$ cat config.mk
export PLATFORM = sky130hd
export DESIGN_NAME = gb_joypad_flat
export DESIGN_NICKNAME = d
export VERILOG_FILES = /design/src/rtl/gb_intf.sv /design/src/rtl/gb_joypad_if.sv /design/src/rtl/gb_joypad_debounce.sv /design/src/rtl/gb_joypad.sv /design/src/flat_wrapper.sv
export SDC_FILE = /design/constraint.sdc
export NUM_CORES = 1
export LEC_CHECK = 0
export BUFFER_PORTS_ARGS = -buffer_cell sky130_fd_sc_hd__clkbuf_2
export CORE_UTILIZATION = 58
export CTS_BUF_LIST = sky130_fd_sc_hd__clkbuf_4 sky130_fd_sc_hd__clkbuf_8
export CTS_CLUSTER_DIAMETER = 30
export CTS_CLUSTER_SIZE = 40
export DETAILED_ROUTE_END_ITERATION = 6
export HOLD_SLACK_MARGIN = 0.12
export PLACE_DENSITY = 0.84
export SLEW_MARGIN = 20
export SYNTH_ARGS = -nofsm -noshare
export SYNTH_HDL_FRONTEND = slang
export SYNTH_SLANG_ARGS = --single-unit
$ cat constraint.sdc
create_clock -name clk -period 1.5 [get_ports clk]
set_input_delay 0.3 -clock clk [delete_from_list [all_inputs] [get_ports clk]]
set_output_delay 0.3 -clock clk [all_outputs]
set_load 0.02 [all_outputs]
$ cat src/rtl/gb_intf.sv
// Shared DMG I/O types and constants: controller state word and P1 register layout.
package gb_intf;

    typedef logic [7:0] cntrlr_data;

    localparam int P1_SEL_DIR = 4;
    localparam int P1_SEL_BTN = 5;

    localparam cntrlr_data CNTRLR_RELEASED = 8'hFF;

    // Selected-group nibble as the CPU sees it in P1[3:0]; 0 means pressed.
    function automatic logic [3:0] p1_nibble(input cntrlr_data d, input logic [1:0] sel);
        logic [3:0] dir_pressed;
        logic [3:0] btn_pressed;
        dir_pressed = ~{d[2], d[3], d[1], d[0]};
        btn_pressed = ~{d[4], d[5], d[6], d[7]};
        return ~(({4{~sel[0]}} & dir_pressed) | ({4{~sel[1]}} & btn_pressed));
    endfunction

endpackage

$ cat src/rtl/gb_joypad_if.sv
// Joypad bus bundle: controller state stream in, P1 register access, interrupt out.
interface gb_joypad_if;
    import gb_intf::*;

    cntrlr_data  ctrl_data;
    logic        ctrl_valid;
    logic        ctrl_ready;
    logic        p1_wr;
    logic [7:0]  p1_wdata;
    logic [7:0]  p1_rdata;
    logic        irq_joypad;

    modport master (
        output ctrl_data, ctrl_valid, p1_wr, p1_wdata,
        input  ctrl_ready, p1_rdata, irq_joypad
    );

    modport slave (
        input  ctrl_data, ctrl_valid, p1_wr, p1_wdata,
        output ctrl_ready, p1_rdata, irq_joypad
    );

endinterface

$ cat src/rtl/gb_joypad_debounce.sv
// Single-bit debouncer: the stable output only follows raw after it has
// differed for DEBOUNCE_CYCLES consecutive cycles.
module gb_debounce #(
    parameter int DEBOUNCE_CYCLES = 4
) (
    input  logic clk,
    input  logic reset_n,
    input  logic raw,
    output logic stable
);

    localparam int CNT_W = $clog2(DEBOUNCE_CYCLES + 1);

    logic [CNT_W-1:0] cnt;

    always_ff @(posedge clk or negedge reset_n) begin
        if (!reset_n) begin
            cnt    <= '0;
            stable <= 1'b1;
        end else if (raw == stable) begin
            cnt <= '0;
        end else if (cnt == CNT_W'(DEBOUNCE_CYCLES - 1)) begin
            stable <= raw;
            cnt    <= '0;
        end else begin
            cnt <= cnt + 1'b1;
        end
    end

endmodule

$ cat src/rtl/gb_joypad.sv
// P1 (FF00) joypad register: latches controller state, debounces each key,
// exposes the selected key group and pulses an interrupt on new presses.
module gb_joypad
    import gb_intf::*;
#(
    parameter int DEBOUNCE_CYCLES = 4
) (
    input logic        clk,
    input logic        reset_n,
    gb_joypad_if.slave bus
);

    cntrlr_data  raw;
    cntrlr_data  stable;
    logic [1:0]  sel;
    logic        ready;
    logic [7:0]  rdata;
    logic        irq;
    logic [7:0]  rdata_next;
    logic        unused_wdata;

    assign unused_wdata = ^{bus.p1_wdata[7:6], bus.p1_wdata[3:0]};

    for (genvar i = 0; i < 8; i++) begin : g_bit
        gb_debounce #(
            .DEBOUNCE_CYCLES(DEBOUNCE_CYCLES)
        ) u_debounce (
            .clk     (clk),
            .reset_n (reset_n),
            .raw     (raw[i]),
            .stable  (stable[i])
        );
    end

    assign rdata_next = {2'b11, sel, p1_nibble(stable, sel)};

    // The interrupt compares the registered nibble against the one about to
    // be loaded, so select writes that expose a held key also raise it.
    always_ff @(posedge clk or negedge reset_n) begin
        if (!reset_n) begin
            ready <= 1'b0;
            raw   <= CNTRLR_RELEASED;
            sel   <= 2'b11;
            rdata <= 8'hFF;
            irq   <= 1'b0;
        end else begin
            ready <= 1'b1;
            if (bus.ctrl_valid && ready) begin
                raw <= bus.ctrl_data;
            end
            if (bus.p1_wr) begin
                sel <= bus.p1_wdata[P1_SEL_BTN:P1_SEL_DIR];
            end
            rdata <= rdata_next;
            irq   <= |(rdata[3:0] & ~rdata_next[3:0]);
        end
    end

    assign bus.ctrl_ready = ready;
    assign bus.p1_rdata   = rdata;
    assign bus.irq_joypad = irq;

endmodule

$ cat src/flat_wrapper.sv
// flat-port wrapper written by rule: the top's interface ports become plain ports
module gb_joypad_flat import gb_intf::*;
#(
    parameter int DEBOUNCE_CYCLES = 4
)
  (clk, reset_n, bus_ctrl_data, bus_ctrl_valid, bus_p1_wr, bus_p1_wdata, bus_ctrl_ready, bus_p1_rdata, bus_irq_joypad);
  gb_joypad_if bus_i ();
  input logic clk;
  input logic reset_n;
  input wire logic [$bits(bus_i.ctrl_data)-1:0] bus_ctrl_data;
  input wire logic [$bits(bus_i.ctrl_valid)-1:0] bus_ctrl_valid;
  input wire logic [$bits(bus_i.p1_wr)-1:0] bus_p1_wr;
  input wire logic [$bits(bus_i.p1_wdata)-1:0] bus_p1_wdata;
  output wire logic [$bits(bus_i.ctrl_ready)-1:0] bus_ctrl_ready;
  output wire logic [$bits(bus_i.p1_rdata)-1:0] bus_p1_rdata;
  output wire logic [$bits(bus_i.irq_joypad)-1:0] bus_irq_joypad;
  assign bus_i.ctrl_data = bus_ctrl_data;
  assign bus_i.ctrl_valid = bus_ctrl_valid;
  assign bus_i.p1_wr = bus_p1_wr;
  assign bus_i.p1_wdata = bus_p1_wdata;
  assign bus_ctrl_ready = bus_i.ctrl_ready;
  assign bus_p1_rdata = bus_i.p1_rdata;
  assign bus_irq_joypad = bus_i.irq_joypad;
  gb_joypad #(.DEBOUNCE_CYCLES(DEBOUNCE_CYCLES)) u_core (.clk(clk), .reset_n(reset_n), .bus(bus_i));
endmodule
==> results of run 1 <==
## logic make-up after synthesis
logic type	Yosys count
flops	50
other cells	1
buf+inv	6
xor+xnor	8
compound gates	6
simple gates	34
mux	18
fa+ha+maj	8
## area by class of cell
| class | instances | area [um2] |
|---|---|---|
| Clock buffer | 7 | 58.8 |
| Clock inverter | 1 | 5.00 |
| Fill cell | 233 | 927 |
| Inverter | 4 | 15.0 |
| Multi-Input combinational cell | 77 | 676 |
| Sequential cell | 50 | 1280 |
| Tap cell | 44 | 55.1 |
| Timing Repair Buffer | 23 | 135 |
## worst reg2reg max path: cells and delay by family, from the launching register on
family        cells  cell delay, ns
simple gates      1            0.17
flops             1            0.42
fa+ha+maj         1            0.22
mux               1            0.31
## synthesized netlist by cell type
cell / number / area, um2
inv_1: 4 / 15.0
buf_4: 2 / 15.0
o22ai_1: 2 / 12.5
conb_1: 1 / 3.75
dfrtp_1: 26 / 651
nor3b_1: 15 / 113
o22a_2: 4 / 40.0
dfstp_2: 24 / 631
nor3_1: 8 / 40.0
nor2b_1: 2 / 12.5
mux2_1: 18 / 203
nand2_2: 1 / 6.26
ha_1: 8 / 100
xnor2_1: 8 / 70.1
or2_1: 1 / 6.26
nor2b_2: 7 / 61.3
## path summary, 6_finish.rpt
kind / from / end / slack [ns] / cells after the start
max: u_core.bus.p1_rdata[1] / bus_p1_rdata[1] / 0.13 / 1
min: bus_ctrl_data[4] / u_core.raw[4] / 0.16 / 2
max reg2reg: u_core.g_bit[4].u_debounce.cnt[0] / u_core.g_bit[4].u_debounce.stable / 0.32 / 3
min reg2reg: u_core.sel[0] / u_core.bus.p1_rdata[4] / 0.41 / 0
max in group asynchronous: reset_n / u_core.raw[7] / 0.47 / 3
min in group asynchronous: reset_n / u_core.g_bit[4].u_debounce.cnt[2] / 0.42 / 2
## per-stage QoR
step | total power, uW | hold WS [ns] | instance area, um2 | instances | setup WS, ns
6_report | 3770 | 0.155 | 2230 | 206 | 0.129
2_1_floorplan | 2860 | 0.00441 | 1990 | 133 | 0.408
3_5_place_dp | 3190 | 0.268 | 2150 | 197 | 0.338
3_3_place_gp | 3080 | 0.246 | 2150 | 197 | 0.380
4_1_cts | 3820 | 0.142 | 2230 | 206 | 0.104
5_1_grt | 4050 | 0.149 | 2230 | 206 | 0.0768
## power groups by stage
stage / clock network [uW] / logic (uW) / registers (uW)
2_1_floorplan: 0 / 693 / 2170
3_3_place_gp: 0 / 938 / 2140
3_5_place_dp: 0 / 1030 / 2170
4_1_cts: 645 / 1030 / 2140
5_1_grt: 687 / 1170 / 2190
6_report: 620 / 1010 / 2130
## flip-flops by register name, summed over array words and instances (netlist names)
register and count:
u_core.bus.ctrl_ready 1, u_core.bus.irq_joypad 1, u_core.bus.p1_rdata 6, u_core.g_bit.u_debounce.cnt 24, u_core.g_bit.u_debounce.stable 8, u_core.raw 8, u_core.sel 2
## per-layer routing
metal  vias up  global-route usage, %  part of all wire [%]
met5         -                      0                     0
met4         0                   8.77                   1.3
met3         4                   4.90                   3.9
met2        25                   32.5                    48
met1       528                   24.8                    47
li1        512                      -                     -
## timing repair
| action | CTS | global route |
|---|---|---|
| endpoints found under the hold margin | 10 | 0 |
| setup endpoints to repair | 0 | 0 |
| hold buffers | 1 | 0 |
==> impl_metrics.env, run 1 <==
export IMPL_outcome="finished clean"
export IMPL_ant_nets=0
export IMPL_clk_pin_slew_worst_paths_ns=0.13
export IMPL_initial_core_util_pct=62.8
export IMPL_slew_violations=0
export IMPL_via_count=1069
export IMPL_synthSimpleGateAreaFrac_pct=12.1
export IMPL_htreeDepth=2
export IMPL_port_buffers=21
export IMPL_finalSetupViolCount=0
export IMPL_grt_overflow=0
export IMPL_period_minus_slack_ns=1.37
export IMPL_seqPwrFrac_pct=56.7
export IMPL_area_growth_pct=12.5
export IMPL_cts_tree="built"
export IMPL_powerDensity_nw_per_um2=1690
export IMPL_drt_iter0_markers=14
export IMPL_dieArea_um2=3650
export IMPL_synth_seq_cells=50
export IMPL_cts_sinks=50
export IMPL_gr_usage_all_layers_pct=19.7
export IMPL_ys_warn_count=0
export IMPL_drt_pass1_iterations=3
export IMPL_post_drt_wl_per_cell_um=14.2
export IMPL_drcViolationCount=0
export IMPL_clkPwrFrac_pct=16.5
export IMPL_nets=189
export IMPL_cp_max_fo=2
export IMPL_hold_violations=0
export IMPL_ctsResizeCount=0
export IMPL_ioPinCount=30
export IMPL_worst_path_buf_inv=1
export IMPL_synth_top_family_by_area="simple AND/OR/NAND/NOR gates"
export IMPL_fin_crit_sh_pct=91.4
export IMPL_cts_setup_buffers=0
export IMPL_rsz0062_at_grt="false"
export IMPL_core_area_um2=3150
export IMPL_rows=20
export IMPL_dieHeight_um=60.4
export IMPL_worst_ep_required_time_ns=1.20
export IMPL_syn_area_um2=1980
export IMPL_critPathLaunchType="flip-flop"
export IMPL_die_x_um=60.4
export IMPL_synthXorXnorAreaFrac_pct=3.54
export IMPL_seq_area_frac_synth_pct=64.7
export IMPL_ir_drop_v=0.000897
export IMPL_cts_buffers=5
export IMPL_crit_path_max_incr_delay_ns=0.56
export IMPL_antenna_found_initial=0
export IMPL_clk_latency_ns=0.35
export IMPL_ys_types=16
export IMPL_criticalPathCategory="flip-flop to primary output"
export IMPL_fin_util_pct=70.6
export IMPL_syn_inst=131
export IMPL_clockRootBuffer="clkbuf_4"
export IMPL_max_freq_ghz=0.729
export IMPL_combPwrFrac_pct=26.9
export IMPL_worstHoldPathType="input port to flip-flop"
export IMPL_n_antenna_cell=0
export IMPL_drive_gt1_share_pct=40.7
export IMPL_grt_pass1_wl_um=5020
export IMPL_synthMuxAreaShare_pct=10.2
export IMPL_mostFrequentLayoutCell="dfrtp_1"
export IMPL_p_int_uw=2640
export IMPL_dp_hpwl_um=2220
export IMPL_setup_worst_path_end_class="primary output"
export IMPL_fin_worst_skew_ns=0.00436
export IMPL_place_gp_congestion=0.704
export IMPL_setup_tns_ns=0
export IMPL_grt_max_degree=35
export IMPL_crit_slowest_cell="dfstp_2"
export IMPL_grt_pass1_vias=1147
export IMPL_drv_cap=0
export IMPL_routed_via_density=5.19
export IMPL_power_switching_uw=1130
export IMPL_layout_common_cells="26 x dfrtp_1, 24 x dfstp_2, 21 x clkbuf_2, 18 x mux2_1, 15 x nor3b_1"
export IMPL_crit_chain="clkbuf_2"
export IMPL_wl_um=2920
export IMPL_p_leak_uw=0.00101
export IMPL_clock_path_buffers=2
export IMPL_synth_compound_area_share_pct=2.65
export IMPL_synth_fa_ha_area_share_pct=5.06
export IMPL_crit_family="flip-flops"
export IMPL_crit_arrival_ns=1.07
export IMPL_p_sw_share_pct=29.9
export IMPL_synth_area_per_cell_um2=15.1
(Power assumes the default switching activity.)
==> inputs of run 2 (changes only) <==
- REMOVE_ABC_BUFFERS: not set -> 1
==> impl_metrics.env, run 2 (synthesis gave the netlist of run 1 again) <==
export IMPL_p_int_uw=2640
export IMPL_finalSetupViolCount=0
export IMPL_ir_drop_v=0.000842
export IMPL_post_drt_wl_per_cell_um=14.6
export IMPL_drv_cap=0
export IMPL_grt_pass1_wl_um=5040
export IMPL_clockRootBuffer="clkbuf_4"
export IMPL_grt_max_degree=51
export IMPL_clk_pin_slew_worst_paths_ns=0.13
export IMPL_dp_cells=197
export IMPL_slew_violations=0
export IMPL_dp_slack_ns=0.343
export IMPL_place_gp_congestion=0.737
export IMPL_worst_ep_required_time_ns=1.20
export IMPL_reg2reg_depth=3
export IMPL_seqPwrFrac_pct=56.9
export IMPL_fill_cells=233
export IMPL_initial_core_util_pct=62.8
export IMPL_htreeDepth=2
export IMPL_clock_path_buffers=2
export IMPL_powerDensity_nw_per_um2=1700
export IMPL_period_minus_slack_ns=1.37
export IMPL_crit_path_max_incr_delay_ns=0.56
export IMPL_mostFrequentLayoutCell="dfrtp_1"
export IMPL_stdcell_count=206
export IMPL_ant_nets=0
export IMPL_fin_ws_ns=0.130
export IMPL_cts_tree="built"
export IMPL_n_antenna_cell=0
export IMPL_outcome="finished clean"
export IMPL_crit_arrival_ns=1.07
export IMPL_cts_hold_fix_buffers=1
export IMPL_path_depth=1
export IMPL_clkPwrFrac_pct=16.3
export IMPL_gr_usage_all_layers_pct=19.7
export IMPL_via_count=1089
export IMPL_criticalPathCategory="flip-flop to primary output"
export IMPL_largest_registers="u_core.g_bit.u_debounce.cnt x24, u_core.g_bit.u_debounce.stable x8, u_core.raw x8"
export IMPL_p_sw_share_pct=30.2
export IMPL_ioPinCount=30
export IMPL_crit_slowest_cell="dfstp_2"
export IMPL_grt_pass1_vias=1148
export IMPL_die_x_um=60.4
export IMPL_cts_buffers=5
export IMPL_dp_hpwl_um=2230
export IMPL_combPwrFrac_pct=26.8
export IMPL_cts_sinks=50
export IMPL_fin_crit_sh_pct=91.3
export IMPL_crit_chain="clkbuf_2"
export IMPL_hold_violations=0
export IMPL_grt_overflow=0
export IMPL_antenna_found_initial=0
export IMPL_cts_setup_buffers=0
export IMPL_drt_pass1_iterations=4
export IMPL_top_register="u_core.g_bit.u_debounce.cnt"
export IMPL_layout_common_cells="26 x dfrtp_1, 24 x dfstp_2, 21 x clkbuf_2, 18 x mux2_1, 15 x nor3b_1"
export IMPL_rsz0062_at_grt="false"
export IMPL_drt_iter0_markers=30
export IMPL_fin_worst_skew_ns=0.0106
export IMPL_dieHeight_um=60.4
export IMPL_hold_depth=2
export IMPL_crit_family="flip-flops"
export IMPL_area_growth_pct=12.3
export IMPL_max_freq_ghz=0.730
export IMPL_cp_max_fo=2
export IMPL_power_switching_uw=1140
export IMPL_fin_util_pct=70.5
export IMPL_core_area_um2=3150
export IMPL_ctsResizeCount=0
export IMPL_rows=20
export IMPL_clk_latency_ns=0.35
export IMPL_setup_worst_path_end_class="primary output"
export IMPL_setup_tns_ns=0
export IMPL_critPathLaunchType="flip-flop"
export IMPL_worst_path_buf_inv=1
export IMPL_drcViolationCount=0
export IMPL_largest_register_ffs=24
export IMPL_p_leak_uw=0.00101
export IMPL_dieArea_um2=3650
export IMPL_worstHoldPathType="input port to flip-flop"
export IMPL_wl_um=3000
export IMPL_nets=189
export IMPL_drive_gt1_share_pct=40.7
export IMPL_routed_via_density=5.29
export IMPL_port_buffers=21
## run 2: changes by cell type in the layout (fill, tap and decap cells not counted)
cell	before	now
clkbuf_4	6	8
clkinv_2	1	0
clkbuf_8	1	0
## run 2: layout make-up
| class | count | area (um2) | area share, % |
|---|---|---|---|
| Multi-Input combinational cell | 77 | 676 | 30.4 |
| Inverter | 4 | 15.0 | 0.676 |
| Tap cell | 44 | 55.1 | 2.48 |
| Sequential cell | 50 | 1280 | 57.7 |
| Timing Repair Buffer | 23 | 135 | 6.08 |
| Clock buffer | 8 | 60.1 | 2.70 |
## run 2: path summary, 6_finish.rpt
kind,end,slack (ns),start
min reg2reg,u_core.bus.p1_rdata[5],0.41,u_core.sel[1]
max reg2reg,u_core.g_bit[3].u_debounce.stable,0.32,u_core.g_bit[3].u_debounce.cnt[0]
max in group asynchronous,u_core.g_bit[5].u_debounce.stable,0.76,reset_n
min in group asynchronous,u_core.g_bit[5].u_debounce.cnt[1],0.45,reset_n
max,bus_p1_rdata[1],0.13,u_core.bus.p1_rdata[1]
min,u_core.raw[6],0.15,bus_ctrl_data[6]
## run 2: through the flow
| step | hold WS (ns) | power (uW) | area [um2] |
|---|---|---|---|
| 3_5_place_dp | 0.305 | 3200 | 2150 |
| 3_3_place_gp | 0.300 | 3070 | 2150 |
| 2_1_floorplan | 0.00441 | 2860 | 1970 |
| 6_report | 0.149 | 3780 | 2220 |
| 5_1_grt | 0.137 | 4030 | 2220 |
| 4_1_cts | 0.132 | 3830 | 2220 |
## run 2: per-layer routing
layer | share of wire, % | global-route usage, % | wire, um
met1 | 43 | 22.7 | 1290
met2 | 51 | 33.4 | 1550
met3 | 3.1 | 4.69 | 94
met4 | 2.5 | 11.7 | 74
met5 | 0 | 0 | 0
## run 2: power groups by stage
stage                     combinational, uW  clock (uW)  sequential (uW)
final                                  1010         615             2150
after global routing                   1140         689             2200
after CTS                              1030         641             2150
after detailed placement               1020           0             2180
after global placement                  936           0             2130
after floorplan                         689           0             2170
## run 2: worst register-to-register path, stage by stage, from the launching register on
cell and delay, ns:
dfrtp_1 0.42, ha_1 0.23, nor2b_2 0.17, mux2_1 0.30
==> inputs of run 3 (changes only) <==
- CELL_PAD_IN_SITES_DETAIL_PLACEMENT: not set -> 1
- CELL_PAD_IN_SITES_GLOBAL_PLACEMENT: not set -> 2
- CORE_UTILIZATION: 58 -> 41
- CTS_CLUSTER_SIZE: 40 -> 28
==> impl_metrics.env, run 3 (synthesis gave the netlist of run 1 again) <==
export IMPL_seq_area_um2=1280
export IMPL_crit_slowest_cell="dfstp_2"
export IMPL_area_growth_pct=14.5
export IMPL_layout_common_cells="26 x dfrtp_1, 24 x dfstp_2, 21 x clkbuf_2, 18 x mux2_1, 15 x nor3b_1"
export IMPL_largest_registers="u_core.g_bit.u_debounce.cnt x24, u_core.g_bit.u_debounce.stable x8, u_core.raw x8"
export IMPL_timing_rr_start="u_core.sel[1]"
export IMPL_top_register="u_core.g_bit.u_debounce.cnt"
export IMPL_antenna_found_initial=0
export IMPL_rows=24
export IMPL_largest_register_ffs=24
export IMPL_drcViolationCount=0
export IMPL_clk_pin_slew_worst_paths_ns=0.08
export IMPL_grt_pass1_vias=1287
export IMPL_outcome="finished clean"
export IMPL_grt_pass1_wl_um=5730
export IMPL_hold_violations=0
export IMPL_ioPinCount=30
export IMPL_grt_overflow=0
export IMPL_path_depth=1
export IMPL_dp_hpwl_um=2460
export IMPL_total_power_uw=3950
export IMPL_die_x_um=71.5
export IMPL_cts_setup_buffers=0
export IMPL_ctsResizeCount=0
export IMPL_max_freq_ghz=0.772
export IMPL_via_count=1086
export IMPL_slew_violations=0
export IMPL_powerDensity_nw_per_um2=1740
export IMPL_place_gp_congestion=0.677
export IMPL_reg2reg_depth=3
export IMPL_drt_iter0_markers=31
export IMPL_cts_sinks=50
export IMPL_fin_util_pct=50.3
export IMPL_crit_end="bus_p1_rdata[2]"
export IMPL_port_buffers=21
export IMPL_clockRootBuffer="clkbuf_8"
export IMPL_crit_path_max_incr_delay_ns=0.54
export IMPL_drv_cap=0
export IMPL_fill_cells=462
export IMPL_rsz0062_at_grt="false"
export IMPL_clock_path_buffers=2
export IMPL_crit_arrival_ns=0.99
export IMPL_crit_chain="clkbuf_2"
export IMPL_period_minus_slack_ns=1.29
export IMPL_fin_worst_skew_ns=0.00266
export IMPL_cp_max_fo=2
export IMPL_gr_usage_all_layers_pct=15.0
export IMPL_p_leak_uw=0.00102
export IMPL_dieHeight_um=71.5
export IMPL_mostFrequentLayoutCell="dfrtp_1"
export IMPL_ir_drop_v=0.000740
export IMPL_rrSetupSlack_ns=0.32
export IMPL_cts_hold_fix_buffers=1
export IMPL_worstHoldPathType="input port to flip-flop"
export IMPL_worst_path_buf_inv=1
export IMPL_grt_max_degree=51
export IMPL_initial_core_util_pct=43.9
export IMPL_clk_latency_ns=0.29
export IMPL_placed_cell_area_um2=2160
export IMPL_setup_tns_ns=0
export IMPL_drt_pass1_iterations=3
export IMPL_hold_depth=2
export IMPL_ant_nets=0
export IMPL_multi_input_area_um2=676
export IMPL_cts_buffers=5
export IMPL_r2r_end="u_core.bus.irq_joypad"
export IMPL_drive_gt1_share_pct=40.7
export IMPL_routed_via_density=5.07
export IMPL_wl_um=3120
export IMPL_nets=189
export IMPL_htreeDepth=2
export IMPL_crit_family="flip-flops"
export IMPL_finalSetupViolCount=0
export IMPL_criticalPathCategory="flip-flop to primary output"
export IMPL_fin_crit_sh_pct=86.3
export IMPL_dieArea_um2=5110
export IMPL_cts_tree="built"
export IMPL_core_area_um2=4500
export IMPL_postLayoutCellArea_um2=2270
export IMPL_setup_worst_path_end_class="primary output"
export IMPL_crit_start="u_core.bus.p1_rdata[2]"
export IMPL_n_antenna_cell=0
export IMPL_critPathLaunchType="flip-flop"
export IMPL_worst_ep_required_time_ns=1.20
export IMPL_post_drt_wl_per_cell_um=14.6
[run 3: area by class of cell]
class	count	share of cell area (%)
Clock inverter	1	0.221
Sequential cell	50	56.5
Clock buffer	7	3.97
Multi-Input combinational cell	77	29.8
Tap cell	52	2.87
Timing Repair Buffer	23	5.96
Inverter	4	0.662
[run 3: through the flow]
| step | worst slack [ns] | hold WS [ns] | instances |
|---|---|---|---|
| after floorplan | 0.408 | 0.00441 | 131 |
| after global placement | 0.360 | 0.302 | 205 |
| after detailed placement | 0.319 | 0.311 | 205 |
| after CTS | 0.176 | 0.204 | 214 |
| after global routing | 0.157 | 0.216 | 214 |
| final | 0.205 | 0.213 | 214 |
[run 3: metal layers]
| metal | routed length, um | GRT usage (%) | vias up |
|---|---|---|---|
| met5 | 0 | 0 | - |
| met4 | 38 | 5.88 | 0 |
| met3 | 108 | 4.64 | 5 |
| met2 | 1720 | 26.9 | 19 |
| met1 | 1250 | 16.7 | 556 |
| li1 | - | - | 506 |
[run 3: power breakdown]
| part | internal [uW] | leakage (uW) | switching (uW) |
|---|---|---|---|
| combinational | 520 | 0.000379 | 502 |
| clock | 390 | 0.0000517 | 398 |
| sequential | 1880 | 0.000593 | 259 |
| total | 2790 | 0.00102 | 1160 |
[run 3: how the worst min path moves through the flow]
stage          slack [ns]                                end             start
4_1_cts              0.20                      u_core.raw[3]  bus_ctrl_data[3]
2_1_floorplan       0.004              u_core.bus.ctrl_ready           reset_n
6_report             0.21                      u_core.raw[3]  bus_ctrl_data[3]
5_1_grt              0.22                      u_core.raw[3]  bus_ctrl_data[3]
3_3_place_gp         0.30  u_core.g_bit[4].u_debounce.cnt[2]           reset_n
3_5_place_dp         0.31  u_core.g_bit[5].u_debounce.cnt[1]           reset_n
